--- config.mk ---
export PLATFORM = sky130hd
export DESIGN_NAME = ksm_term_writer_flat
export DESIGN_NICKNAME = d
export VERILOG_FILES = /design/src/rtl/ksm_term_writer_if.sv /design/src/rtl/ksm_term_writer.sv /design/src/flat_wrapper.sv
export SDC_FILE = /design/constraint.sdc
export NUM_CORES = 1
export LEC_CHECK = 0
export BUFFER_PORTS_ARGS = -buffer_cell sky130_fd_sc_hd__buf_4
export CAP_MARGIN = 20
export CORE_AREA = 10 10 125 127
export CTS_CLUSTER_SIZE = 25
export DETAILED_ROUTE_END_ITERATION = 12
export DIE_AREA = 0 0 135 137
export PLACE_DENSITY = 0.7
export SKIP_CTS_REPAIR_TIMING = 1
export SYNTH_ARGS = -nofsm -noshare
export SYNTH_HDL_FRONTEND = slang
export SYNTH_SLANG_ARGS = --single-unit
--- constraint.sdc ---
create_clock -name wb_clk_i -period 11.8 [get_ports wb_clk_i]
set_clock_uncertainty 0.1 [all_clocks]
set_input_delay 1.77 -clock wb_clk_i [delete_from_list [all_inputs] [get_ports wb_clk_i]]
set_output_delay 1.77 -clock wb_clk_i [all_outputs]
set_load 0.02 [all_outputs]
--- src/rtl/ksm_term_writer_if.sv ---
// Wishbone master bundle between ksm_term_writer and the text VGA adapter's video RAM port.
interface ksm_term_writer_if;
  logic [15:0] wbm_adr_o;
  logic [15:0] wbm_dat_o;
  logic [15:0] wbm_dat_i;
  logic        wbm_cyc_o;
  logic        wbm_stb_o;
  logic        wbm_we_o;
  logic [1:0]  wbm_sel_o;
  logic        wbm_ack_i;

  modport master (
    output wbm_adr_o, wbm_dat_o, wbm_cyc_o, wbm_stb_o, wbm_we_o, wbm_sel_o,
    input  wbm_dat_i, wbm_ack_i
  );

  modport slave (
    input  wbm_adr_o, wbm_dat_o, wbm_cyc_o, wbm_stb_o, wbm_we_o, wbm_sel_o,
    output wbm_dat_i, wbm_ack_i
  );
endinterface

--- src/rtl/ksm_term_writer.sv ---
// Terminal output engine: byte stream -> glyph writes, control codes and scrolling in text VRAM.
// Optional feature: define KSM_TERM_TAB_EN to make 0x09 an 8-column tab instead of a glyph.
module ksm_term_writer #(
  parameter logic [15:0] BASE_ADR  = 16'o0,
  parameter int unsigned COLS      = 80,
  parameter int unsigned ROWS      = 25,
  parameter int unsigned FIRST_ROW = 1,
  parameter logic [24:0] FLASH_DIV = 25'd12500000
) (
  input  logic              wb_clk_i,
  input  logic              wb_rst_i,
  input  logic [7:0]        char_i,
  input  logic              char_valid_i,
  output logic              char_ready_o,
  ksm_term_writer_if.master wbm,
  output logic [10:0]       cursor_o,
  output logic              cursor_on_o,
  output logic              flash_o
);

  typedef enum logic [2:0] {IDLE, PUTC, SC_RD, SC_WR, CLR, FIN} state_t;

  localparam int unsigned COL_W = $clog2(COLS);
  localparam int unsigned ROW_W = $clog2(ROWS);
  localparam logic [ROW_W-1:0] ROW_FIRST  = ROW_W'(FIRST_ROW);
  localparam logic [ROW_W-1:0] ROW_LAST   = ROW_W'(ROWS - 1);
  localparam logic [COL_W-1:0] COL_LAST   = COL_W'(COLS - 1);
  localparam logic [9:0]       W_HALF     = 10'(COLS / 2);
  localparam logic [9:0]       W_FIRST    = 10'(FIRST_ROW * COLS / 2);
  localparam logic [9:0]       W_SC_LAST  = 10'((ROWS - 1) * COLS / 2 - 1);
  localparam logic [9:0]       W_LAST_ROW = 10'((ROWS - 1) * COLS / 2);
  localparam logic [9:0]       W_END      = 10'(ROWS * COLS / 2 - 1);

  state_t           state_q;
  logic [ROW_W-1:0] row_q;
  logic [COL_W-1:0] col_q;
  logic [7:0]       ch_q;
  logic [9:0]       w_q;
  logic [15:0]      rd_q;
  logic             home_q;
  logic             cyc_q;
  logic             we_q;
  logic [1:0]       sel_q;
  logic [15:0]      adr_q;
  logic [15:0]      dat_q;
  logic [10:0]      cursor_q;
  logic             flash_q;
  logic [24:0]      flash_cnt_q;

  logic [10:0] cursor_d;
  logic [9:0]  word_sel;
  logic [15:0] req_adr;
  logic [15:0] req_dat;
  logic        req_we;
  logic [1:0]  req_sel;
  logic        last_row;

  assign cursor_d = 11'(32'(row_q) * COLS + 32'(col_q));
  assign last_row = (row_q == ROW_LAST);

`ifdef KSM_TERM_TAB_EN
  logic [COL_W:0] tab_col;
  assign tab_col = ({1'b0, col_q} | (COL_W+1)'(7)) + (COL_W+1)'(1);
`endif

  // Request fields for the transfer the current state is about to issue.
  always_comb begin
    word_sel = (state_q == SC_RD) ? w_q + W_HALF : w_q;
    req_adr  = BASE_ADR + {5'b0, word_sel, 1'b0};
    req_dat  = 16'h2020;
    req_we   = 1'b1;
    req_sel  = 2'b11;
    case (state_q)
      PUTC: begin
        req_adr = BASE_ADR + {5'b0, cursor_d};
        req_dat = {ch_q, ch_q};
        req_sel = cursor_d[0] ? 2'b10 : 2'b01;
      end
      SC_RD:   req_we  = 1'b0;
      SC_WR:   req_dat = rd_q;
      default: ;
    endcase
  end

  always_ff @(posedge wb_clk_i or posedge wb_rst_i) begin
    if (wb_rst_i) begin
      state_q     <= IDLE;
      row_q       <= ROW_FIRST;
      col_q       <= '0;
      ch_q        <= '0;
      w_q         <= '0;
      rd_q        <= '0;
      home_q      <= 1'b0;
      cyc_q       <= 1'b0;
      we_q        <= 1'b0;
      sel_q       <= '0;
      adr_q       <= '0;
      dat_q       <= '0;
      cursor_q    <= 11'(FIRST_ROW * COLS);
      flash_q     <= 1'b1;
      flash_cnt_q <= '0;
    end else begin
      cursor_q <= cursor_d;
      if (flash_cnt_q == FLASH_DIV - 25'd1) begin
        flash_cnt_q <= '0;
        flash_q     <= ~flash_q;
      end else begin
        flash_cnt_q <= flash_cnt_q + 25'd1;
      end

      case (state_q)
        IDLE: if (char_valid_i) begin
          ch_q    <= char_i;
          state_q <= FIN;
          case (char_i)
            8'h0D: col_q <= '0;
            8'h0A: begin
              if (last_row) begin
                state_q <= SC_RD;
                w_q     <= W_FIRST;
                home_q  <= 1'b0;
              end else begin
                row_q <= row_q + ROW_W'(1);
              end
            end
            8'h08: if (col_q != '0) col_q <= col_q - COL_W'(1);
            8'h0C: begin
              state_q <= CLR;
              w_q     <= W_FIRST;
              home_q  <= 1'b1;
            end
`ifdef KSM_TERM_TAB_EN
            8'h09: begin
              if (tab_col >= (COL_W+1)'(COLS)) begin
                col_q <= '0;
                if (last_row) begin
                  state_q <= SC_RD;
                  w_q     <= W_FIRST;
                  home_q  <= 1'b0;
                end else begin
                  row_q <= row_q + ROW_W'(1);
                end
              end else begin
                col_q <= tab_col[COL_W-1:0];
              end
            end
`endif
            default: state_q <= PUTC;
          endcase
        end

        // Entry cycle is the idle gap; the request is raised one cycle later and held until ack.
        PUTC, SC_RD, SC_WR, CLR: begin
          if (!cyc_q) begin
            cyc_q <= 1'b1;
            we_q  <= req_we;
            sel_q <= req_sel;
            adr_q <= req_adr;
            dat_q <= req_dat;
          end else if (wbm.wbm_ack_i) begin
            cyc_q <= 1'b0;
            we_q  <= 1'b0;
            case (state_q)
              PUTC: begin
                if (col_q == COL_LAST) begin
                  col_q <= '0;
                  if (last_row) begin
                    state_q <= SC_RD;
                    w_q     <= W_FIRST;
                    home_q  <= 1'b0;
                  end else begin
                    row_q   <= row_q + ROW_W'(1);
                    state_q <= FIN;
                  end
                end else begin
                  col_q   <= col_q + COL_W'(1);
                  state_q <= FIN;
                end
              end
              SC_RD: begin
                rd_q    <= wbm.wbm_dat_i;
                state_q <= SC_WR;
              end
              SC_WR: begin
                if (w_q == W_SC_LAST) begin
                  w_q     <= W_LAST_ROW;
                  state_q <= CLR;
                end else begin
                  w_q     <= w_q + 10'd1;
                  state_q <= SC_RD;
                end
              end
              CLR: begin
                if (w_q == W_END) begin
                  state_q <= FIN;
                  if (home_q) begin
                    row_q <= ROW_FIRST;
                    col_q <= '0;
                  end
                end else begin
                  w_q <= w_q + 10'd1;
                end
              end
              default: ;
            endcase
          end
        end

        FIN:     state_q <= IDLE;
        default: state_q <= IDLE;
      endcase
    end
  end

  assign wbm.wbm_cyc_o = cyc_q;
  assign wbm.wbm_stb_o = cyc_q;
  assign wbm.wbm_we_o  = we_q;
  assign wbm.wbm_sel_o = sel_q;
  assign wbm.wbm_adr_o = adr_q;
  assign wbm.wbm_dat_o = dat_q;

  assign char_ready_o = (state_q == IDLE);
  assign cursor_on_o  = (state_q == IDLE);
  assign cursor_o     = cursor_q;
  assign flash_o      = flash_q;

endmodule

--- src/flat_wrapper.sv ---
// flat-port wrapper written by rule: the top's interface ports become plain ports
module ksm_term_writer_flat 
#(
  parameter logic [15:0] BASE_ADR  = 16'o0,
  parameter int unsigned COLS      = 80,
  parameter int unsigned ROWS      = 25,
  parameter int unsigned FIRST_ROW = 1,
  parameter logic [24:0] FLASH_DIV = 25'd12500000
)
  (wb_clk_i, wb_rst_i, char_i, char_valid_i, char_ready_o, cursor_o, cursor_on_o, flash_o, wbm_wbm_adr_o, wbm_wbm_dat_o, wbm_wbm_cyc_o, wbm_wbm_stb_o, wbm_wbm_we_o, wbm_wbm_sel_o, wbm_wbm_dat_i, wbm_wbm_ack_i);
  ksm_term_writer_if wbm_i ();
  input  logic wb_clk_i;
  input  logic wb_rst_i;
  input  logic [7:0] char_i;
  input  logic char_valid_i;
  output logic char_ready_o;
  output logic [10:0] cursor_o;
  output logic cursor_on_o;
  output logic flash_o;
  output wire logic [$bits(wbm_i.wbm_adr_o)-1:0] wbm_wbm_adr_o;
  output wire logic [$bits(wbm_i.wbm_dat_o)-1:0] wbm_wbm_dat_o;
  output wire logic [$bits(wbm_i.wbm_cyc_o)-1:0] wbm_wbm_cyc_o;
  output wire logic [$bits(wbm_i.wbm_stb_o)-1:0] wbm_wbm_stb_o;
  output wire logic [$bits(wbm_i.wbm_we_o)-1:0] wbm_wbm_we_o;
  output wire logic [$bits(wbm_i.wbm_sel_o)-1:0] wbm_wbm_sel_o;
  input wire logic [$bits(wbm_i.wbm_dat_i)-1:0] wbm_wbm_dat_i;
  input wire logic [$bits(wbm_i.wbm_ack_i)-1:0] wbm_wbm_ack_i;
  assign wbm_wbm_adr_o = wbm_i.wbm_adr_o;
  assign wbm_wbm_dat_o = wbm_i.wbm_dat_o;
  assign wbm_wbm_cyc_o = wbm_i.wbm_cyc_o;
  assign wbm_wbm_stb_o = wbm_i.wbm_stb_o;
  assign wbm_wbm_we_o = wbm_i.wbm_we_o;
  assign wbm_wbm_sel_o = wbm_i.wbm_sel_o;
  assign wbm_i.wbm_dat_i = wbm_wbm_dat_i;
  assign wbm_i.wbm_ack_i = wbm_wbm_ack_i;
  ksm_term_writer #(.BASE_ADR(BASE_ADR), .COLS(COLS), .ROWS(ROWS), .FIRST_ROW(FIRST_ROW), .FLASH_DIV(FLASH_DIV)) u_core (.wb_clk_i(wb_clk_i), .wb_rst_i(wb_rst_i), .char_i(char_i), .char_valid_i(char_valid_i), .char_ready_o(char_ready_o), .wbm(wbm_i), .cursor_o(cursor_o), .cursor_on_o(cursor_on_o), .flash_o(flash_o));
endmodule
==> results of run 1 <==
-- routing by layer --
metal / global-route usage (%) / vias up / wire [um]
met5: 0 / - / 0
met4: 6.58 / 0 / 245
met3: 6.05 / 24 / 1220
met2: 30.2 / 200 / 8090
met1: 25.5 / 2626 / 7870
li1: - / 2553 / -
-- flip-flops by register name, indices dropped and copies added, names as in the netlist --
register              flops
u_core.ch_q               8
u_core.col_q              7
u_core.cursor_o          11
u_core.flash_cnt_q       25
u_core.flash_o            1
u_core.home_q             1
u_core.rd_q              16
u_core.row_q              5
u_core.state_q            3
u_core.w_q               10
u_core.wbm.wbm_adr_o     11
u_core.wbm.wbm_cyc_o      1
u_core.wbm.wbm_dat_o     16
u_core.wbm.wbm_sel_o      2
u_core.wbm.wbm_we_o       1
-- critical path: stages --
cell,delay (ns)
buf_4,0.12
nor4_1,0.59
o2111ai_1,0.57
o21ai_0,0.61
a211oi_1,0.10
a221o_1,0.28
-- kinds of logic (layout without fill, tap and decap cells) --
group                      after synthesis  count (layout)
AOI/OAI and AO/OA                      161             161
xor gates and xnor gates                39              39
adders and majority gates               20              20
buffers and inverters                   63             134
DFF                                    118             118
muxes                                   31              31
other                                    1               5
and+or+nand+nor                        238             238
-- cells in the mapped netlist, types with 9 or more instances --
master	count
a21oi_1	31
a31oi_1	11
and3_1	10
clkbuf_1	22
dfrtp_1	114
ha_1	17
inv_1	24
mux2_2	24
nand2_1	58
nand3_1	22
nand4_1	9
nor2_1	49
nor2b_1	14
nor3_1	25
o21ai_0	36
o31ai_1	24
xnor2_1	30
xor2_1	9
-- layout make-up --
type	count	area, um^2
inverters	24	92.6
well taps	176	220
clock buffers	20	447
multi-input cells	494	3260
clock inverters	12	201
flip-flops and latches	118	2960
repair buffers	78	586
fillers	1134	5320
-- power groups by stage --
stage          combinational [mW]  sequential (mW)  clock (mW)
2_1_floorplan               0.501            0.646           0
3_3_place_gp                0.786            0.624           0
3_5_place_dp                0.796            0.626           0
4_1_cts                     0.799            0.619       0.580
5_1_grt                     0.886            0.636       0.599
6_report                    0.799            0.622       0.571
-- worst paths after layout --
kind                                               start  slack, ns  cells after the start                  endpoint
worst max-delay path                           char_i[5]       7.96                      6             u_core.w_q[1]
worst min-delay path            u_core.wbm.wbm_dat_o[14]       0.38                      2  u_core.wbm.wbm_dat_o[14]
worst max register to register         u_core.state_q[2]       8.71                      6   u_core.wbm.wbm_sel_o[0]
worst min register to register  u_core.wbm.wbm_dat_o[14]       0.38                      2  u_core.wbm.wbm_dat_o[14]
max in group asynchronous                       wb_rst_i       8.97                      3             u_core.w_q[7]
min in group asynchronous                       wb_rst_i       1.35                      2   u_core.wbm.wbm_dat_o[4]
-- stage by stage --
step	instance area, um^2	util, %
2_1_floorplan	6500	-
3_3_place_gp	7120	54.4
3_5_place_dp	7120	54.4
4_1_cts	7770	59.4
5_1_grt	7770	59.4
6_report	7770	59.4
==> qor.yml, run 1 <==
status: "completed"
drt-wirelength-per-cell_um: 18.9
synth_edf_count: 0
dieArea_um2: 18500
place_inst: 890
maxCapViolCount: 0
grt_use_total_pct: 19.5
tns_ns: 0
yosys_warnings: 0
io_pins: 79
core_area_um2: 13100
path_clk_slew_ns: 0.06
slew_headroom_pct: 41.7
dp_slack_ns: 7.60
ant_nets: 0
hold_viol: 0
drtIter0Drc: 443
cts_root_buf: "clkbuf_16"
rows: 42
via_per_inst: 5.86
initial_core_util_pct: 49.5
grt_max_degree: 69
worstMarginPinSlew_ns: 0.873
finalPower_mw: 1.99
yosys.area_share.simple_pct: 18.9
p_int_mw: 1.20
timing.final.setup_violations: 0
grt_pass1_wl_um: 28900
synth_cells: 671
ys_seq_elements: 118
synthXorXnorAreaFrac_pct: 5.27
synthTopCellsByArea: "dfrtp_1 (44%), mux2_2 (4.2%), xnor2_1 (4.1%)"
yosysSeqAreaShare_pct: 45.6
synth_largest_area_cell: "dfrtp_1"
rsz0062_at_grt: "no"
nets: 780
finalCritPeriodShare_pct: 32.5
synth_top_family_by_area: "simple AND/OR/NAND/NOR gates"
routed_wl_um: 17400
antenna_found_initial: 0
cts_tree: "built"
p_sw_uw: 797
worst-path-max-fanout: 9
crit_type: "input port to flop"
p_comb_share_pct: 40.1
cellPowerDensity_nw_per_um2: 257
synthMuxAreaShare_pct: 5.25
routabilityCongestion: 0.929
routed-via-count: 5403
htree_levels: 4
hold_path_class: "flop to flop"
async_flop_share_pct: 100
die_x_um: 135
die_y_um: 137
peakVddDrop_v: 0.000127
drc: 0
fin_ws_ns: 7.96
instances_no_fill: 922
p_leak_nw: 3.49
synth.distinct_cells: 75
syn_area_per_cell_um2: 9.66
worstPathRequired_ns: 12.00
finalCriticalPeriod_ns: 3.84
p_sw_share_pct: 40.0
fmax_mhz: 261
critPathArrivalTime_ns: 4.03
drive_gt1_share_pct: 20.4
synth_compound_area_share_pct: 16.6
start_kind: "input port"
cts_sinks: 118
p_seq_share_pct: 31.2
ys.flop_type: "dfrtp_1"
overflow: 0
maxSlewViolCount: 0
layout_common_cells: "dfrtp_1 (114), buf_4 (78), nand2_1 (58)"
pwr-share-clk_pct: 28.7
syn_area_um2: 6480
cts_buffers: 17
port_buffers: 73
holdWs_ns: 0.379
dp_hpwl_um: 12500
synth_top_area_share_pct: 44.0
final_common_cell: "dfrtp_1"
dr.pass1.iters: 5
synth-adder-area-share_pct: 4.05
synthToLayoutAreaGrowth_pct: 19.8
grt_pass1_vias: 5429
clkLatencyLatePin_ns: 0.42
cts_buffer_depth: 2
worstSetupEndpointType: "flop"
n_antenna_cell: 0
No activity file was read; power rests on OpenSTA's default activity.
==> run 2, diff against run 1 <==
--- a/config.mk
+++ b/config.mk
@@ -11,7 +11,7 @@
 export CTS_CLUSTER_SIZE = 25
 export DETAILED_ROUTE_END_ITERATION = 12
 export DIE_AREA = 0 0 135 137
-export PLACE_DENSITY = 0.7
+export PLACE_DENSITY = 0.72
 export SKIP_CTS_REPAIR_TIMING = 1
 export SYNTH_ARGS = -nofsm -noshare
 export SYNTH_HDL_FRONTEND = slang
==> constraint.sdc (replaced) <==
create_clock -name wb_clk_i -period 3.4 [get_ports wb_clk_i]
set_clock_uncertainty 0.1 [all_clocks]
set_input_delay 0.51 -clock wb_clk_i [delete_from_list [all_inputs] [get_ports wb_clk_i]]
set_output_delay 0.51 -clock wb_clk_i [all_outputs]
set_load 0.02 [all_outputs]
==> qor.yml, run 2 (same netlist as run 1, synthesis figures left out) <==
status: "completed"
worst_r2r_path_depth: 5  # -1
worstSetupEndpointType: "flop"
grt_pass1_wl_um: 27800  # -3.6%
maxCapViolCount: 0  # unchanged
clkLatencyLatePin_ns: 0.42  # about the same
die_x_um: 135  # unchanged
rsz0062_at_grt: "no"
worstPathRequired_ns: 3.60  # -8.40 ns
via_per_inst: 5.83  # -0.60%
fmax_mhz: 349
start_kind: "flop"
port_buffers: 73  # unchanged
cts_buffers: 17  # unchanged
hold_path_class: "input port to async pin"
grt_max_degree: 68  # -1.4%
timing.final.setup_violations: 0  # unchanged
drt-wirelength-per-cell_um: 18.2  # -3.5%
p_leak_nw: 3.51  # +0.70%
crit_type: "flop to flop"
drtIter0Drc: 513  # +16%
slowest_stage: "or4b_4"
tns_ns: 0  # unchanged
regMostFlops: "u_core.flash_cnt_q"
holdWs_ns: 0.00498  # -0.374 ns
finalCriticalPeriod_ns: 2.87
cts_tree: "built"
path_clk_slew_ns: 0.05  # about the same
rows: 42  # unchanged
largest_register_ffs: 25  # unchanged
drc: 0  # unchanged
slew_headroom_pct: 46.0  # +4.3 points
htree_levels: 4  # unchanged
final_common_cell: "dfrtp_1"
cts_sinks: 118  # unchanged
maxSlewViolCount: 0  # unchanged
critPathArrivalTime_ns: 3.06  # -0.97 ns
peakVddDrop_v: 0.000388  # +200%
r2r_end: "u_core.w_q[1]"
routed_wl_um: 17000  # -2.5%
r2r_setup_slack_ns: 0.53  # -8.18 ns
nets: 790  # +1.3%
grt_use_total_pct: 18.7  # -0.82 points
routabilityCongestion: 0.928  # about the same
grt_pass1_vias: 5343  # -1.6%
cts_root_buf: "clkbuf_16"
dieArea_um2: 18500  # unchanged
io_pins: 79  # unchanged
worstMarginPinSlew_ns: 0.809  # -0.0640 ns
max_stage_delay_ns: 0.72  # +0.11 ns
layout_common_cells: "dfrtp_1 (114), buf_4 (87), nand2_1 (58)"
worst-path-max-fanout: 20  # +11
place_inst: 900  # +1.1%
die_y_um: 137  # unchanged
dp_hpwl_um: 12700  # +1.3%
cellPowerDensity_nw_per_um2: 867  # +240%
cp_cell_sequence: "or4b_4 -> nor4_4 -> o21ai_2 -> or2_1 -> a221o_1"
finalCritPeriodShare_pct: 84.3
cts_buffer_depth: 2  # unchanged
instances_no_fill: 932  # +1.1%
routed-via-count: 5429  # +0.48%
drive_gt1_share_pct: 21.6  # +1.2 points
overflow: 0  # unchanged
core_area_um2: 13100  # unchanged
crit-reg2reg-launch: "u_core.state_q[0]"
dr.pass1.iters: 5  # unchanged
antenna_found_initial: 0  # unchanged
initial_core_util_pct: 49.5  # unchanged
ant_nets: 0  # unchanged
n_antenna_cell: 0  # unchanged
synthToLayoutAreaGrowth_pct: 20.2
hold_viol: 0  # unchanged
## run 2: cell count changes in the layout (fill, tap and decap cells not counted)
cell        previous run  this run
buf_4                 78        87
bufinv_16              5         2
clkinv_2               2         5
buf_12                 0         1
clkbuf_1               2         1
clkbuf_8               1         2
clkinvlp_4             2         3
inv_4                  1         0
## run 2: power breakdown
group | leakage [nW] | internal, mW | total [mW] | switching [mW]
logic | 1.70 | 1.11 | 2.87 | 1.76
registers | 1.53 | 1.78 | 2.13 | 0.358
clock network | 0.286 | 1.11 | 1.75 | 0.638
total | 3.51 | 4.00 | 6.75 | 2.76
## run 2: per-stage QoR
step                util [%]  setup slack (ns)  power [mW]  instance area (um^2)
finish                  59.5             0.535        6.75                  7790
global route            59.5             0.466        7.18                  7790
floorplan                  -             0.966        3.98                  6500
global placement        55.1             0.613        4.93                  7210
detailed placement      55.1             0.602        4.99                  7210
CTS                     59.5             0.582        6.76                  7790
## run 2: worst max-delay path, delay by kind of cell (launching register included)
kind / cells / cell delay, ns
AO/OA/AOI/OAI: 2 / 0.56
AND/OR/NAND/NOR: 3 / 1.48
flip-flops: 1 / 0.60
## run 2: how the worst max path moves through the flow
stage                     to  slack [ns]              start
2_1_floorplan  u_core.w_q[1]        0.97          char_i[5]
3_3_place_gp   u_core.w_q[1]        0.61  u_core.state_q[0]
3_5_place_dp   u_core.w_q[1]        0.60  u_core.state_q[0]
4_1_cts        u_core.w_q[1]        0.58  u_core.state_q[0]
5_1_grt        u_core.w_q[1]        0.47  u_core.state_q[0]
6_report       u_core.w_q[1]        0.53  u_core.state_q[0]
## run 2: final cells by class
cell class              instances  area, um^2
clock inverters                12         126
repair buffers                 88         673
clock buffers                  20         457
multi-input cells             494        3260
fillers                      1126        5300
inverters                      24        93.8
well taps                     176         220
flip-flops and latches        118        2960
## run 2: metal layers
metal / vias up / wire (um) / track usage, % / part of all wire (%)
li1: 2577 / - / - / -
met4: 0 / 395 / 8.07 / 2.3
met3: 34 / 1220 / 4.91 / 7.2
met1: 2602 / 7820 / 25.4 / 46
met5: - / 0 / 0 / 0
met2: 216 / 7560 / 27.6 / 44
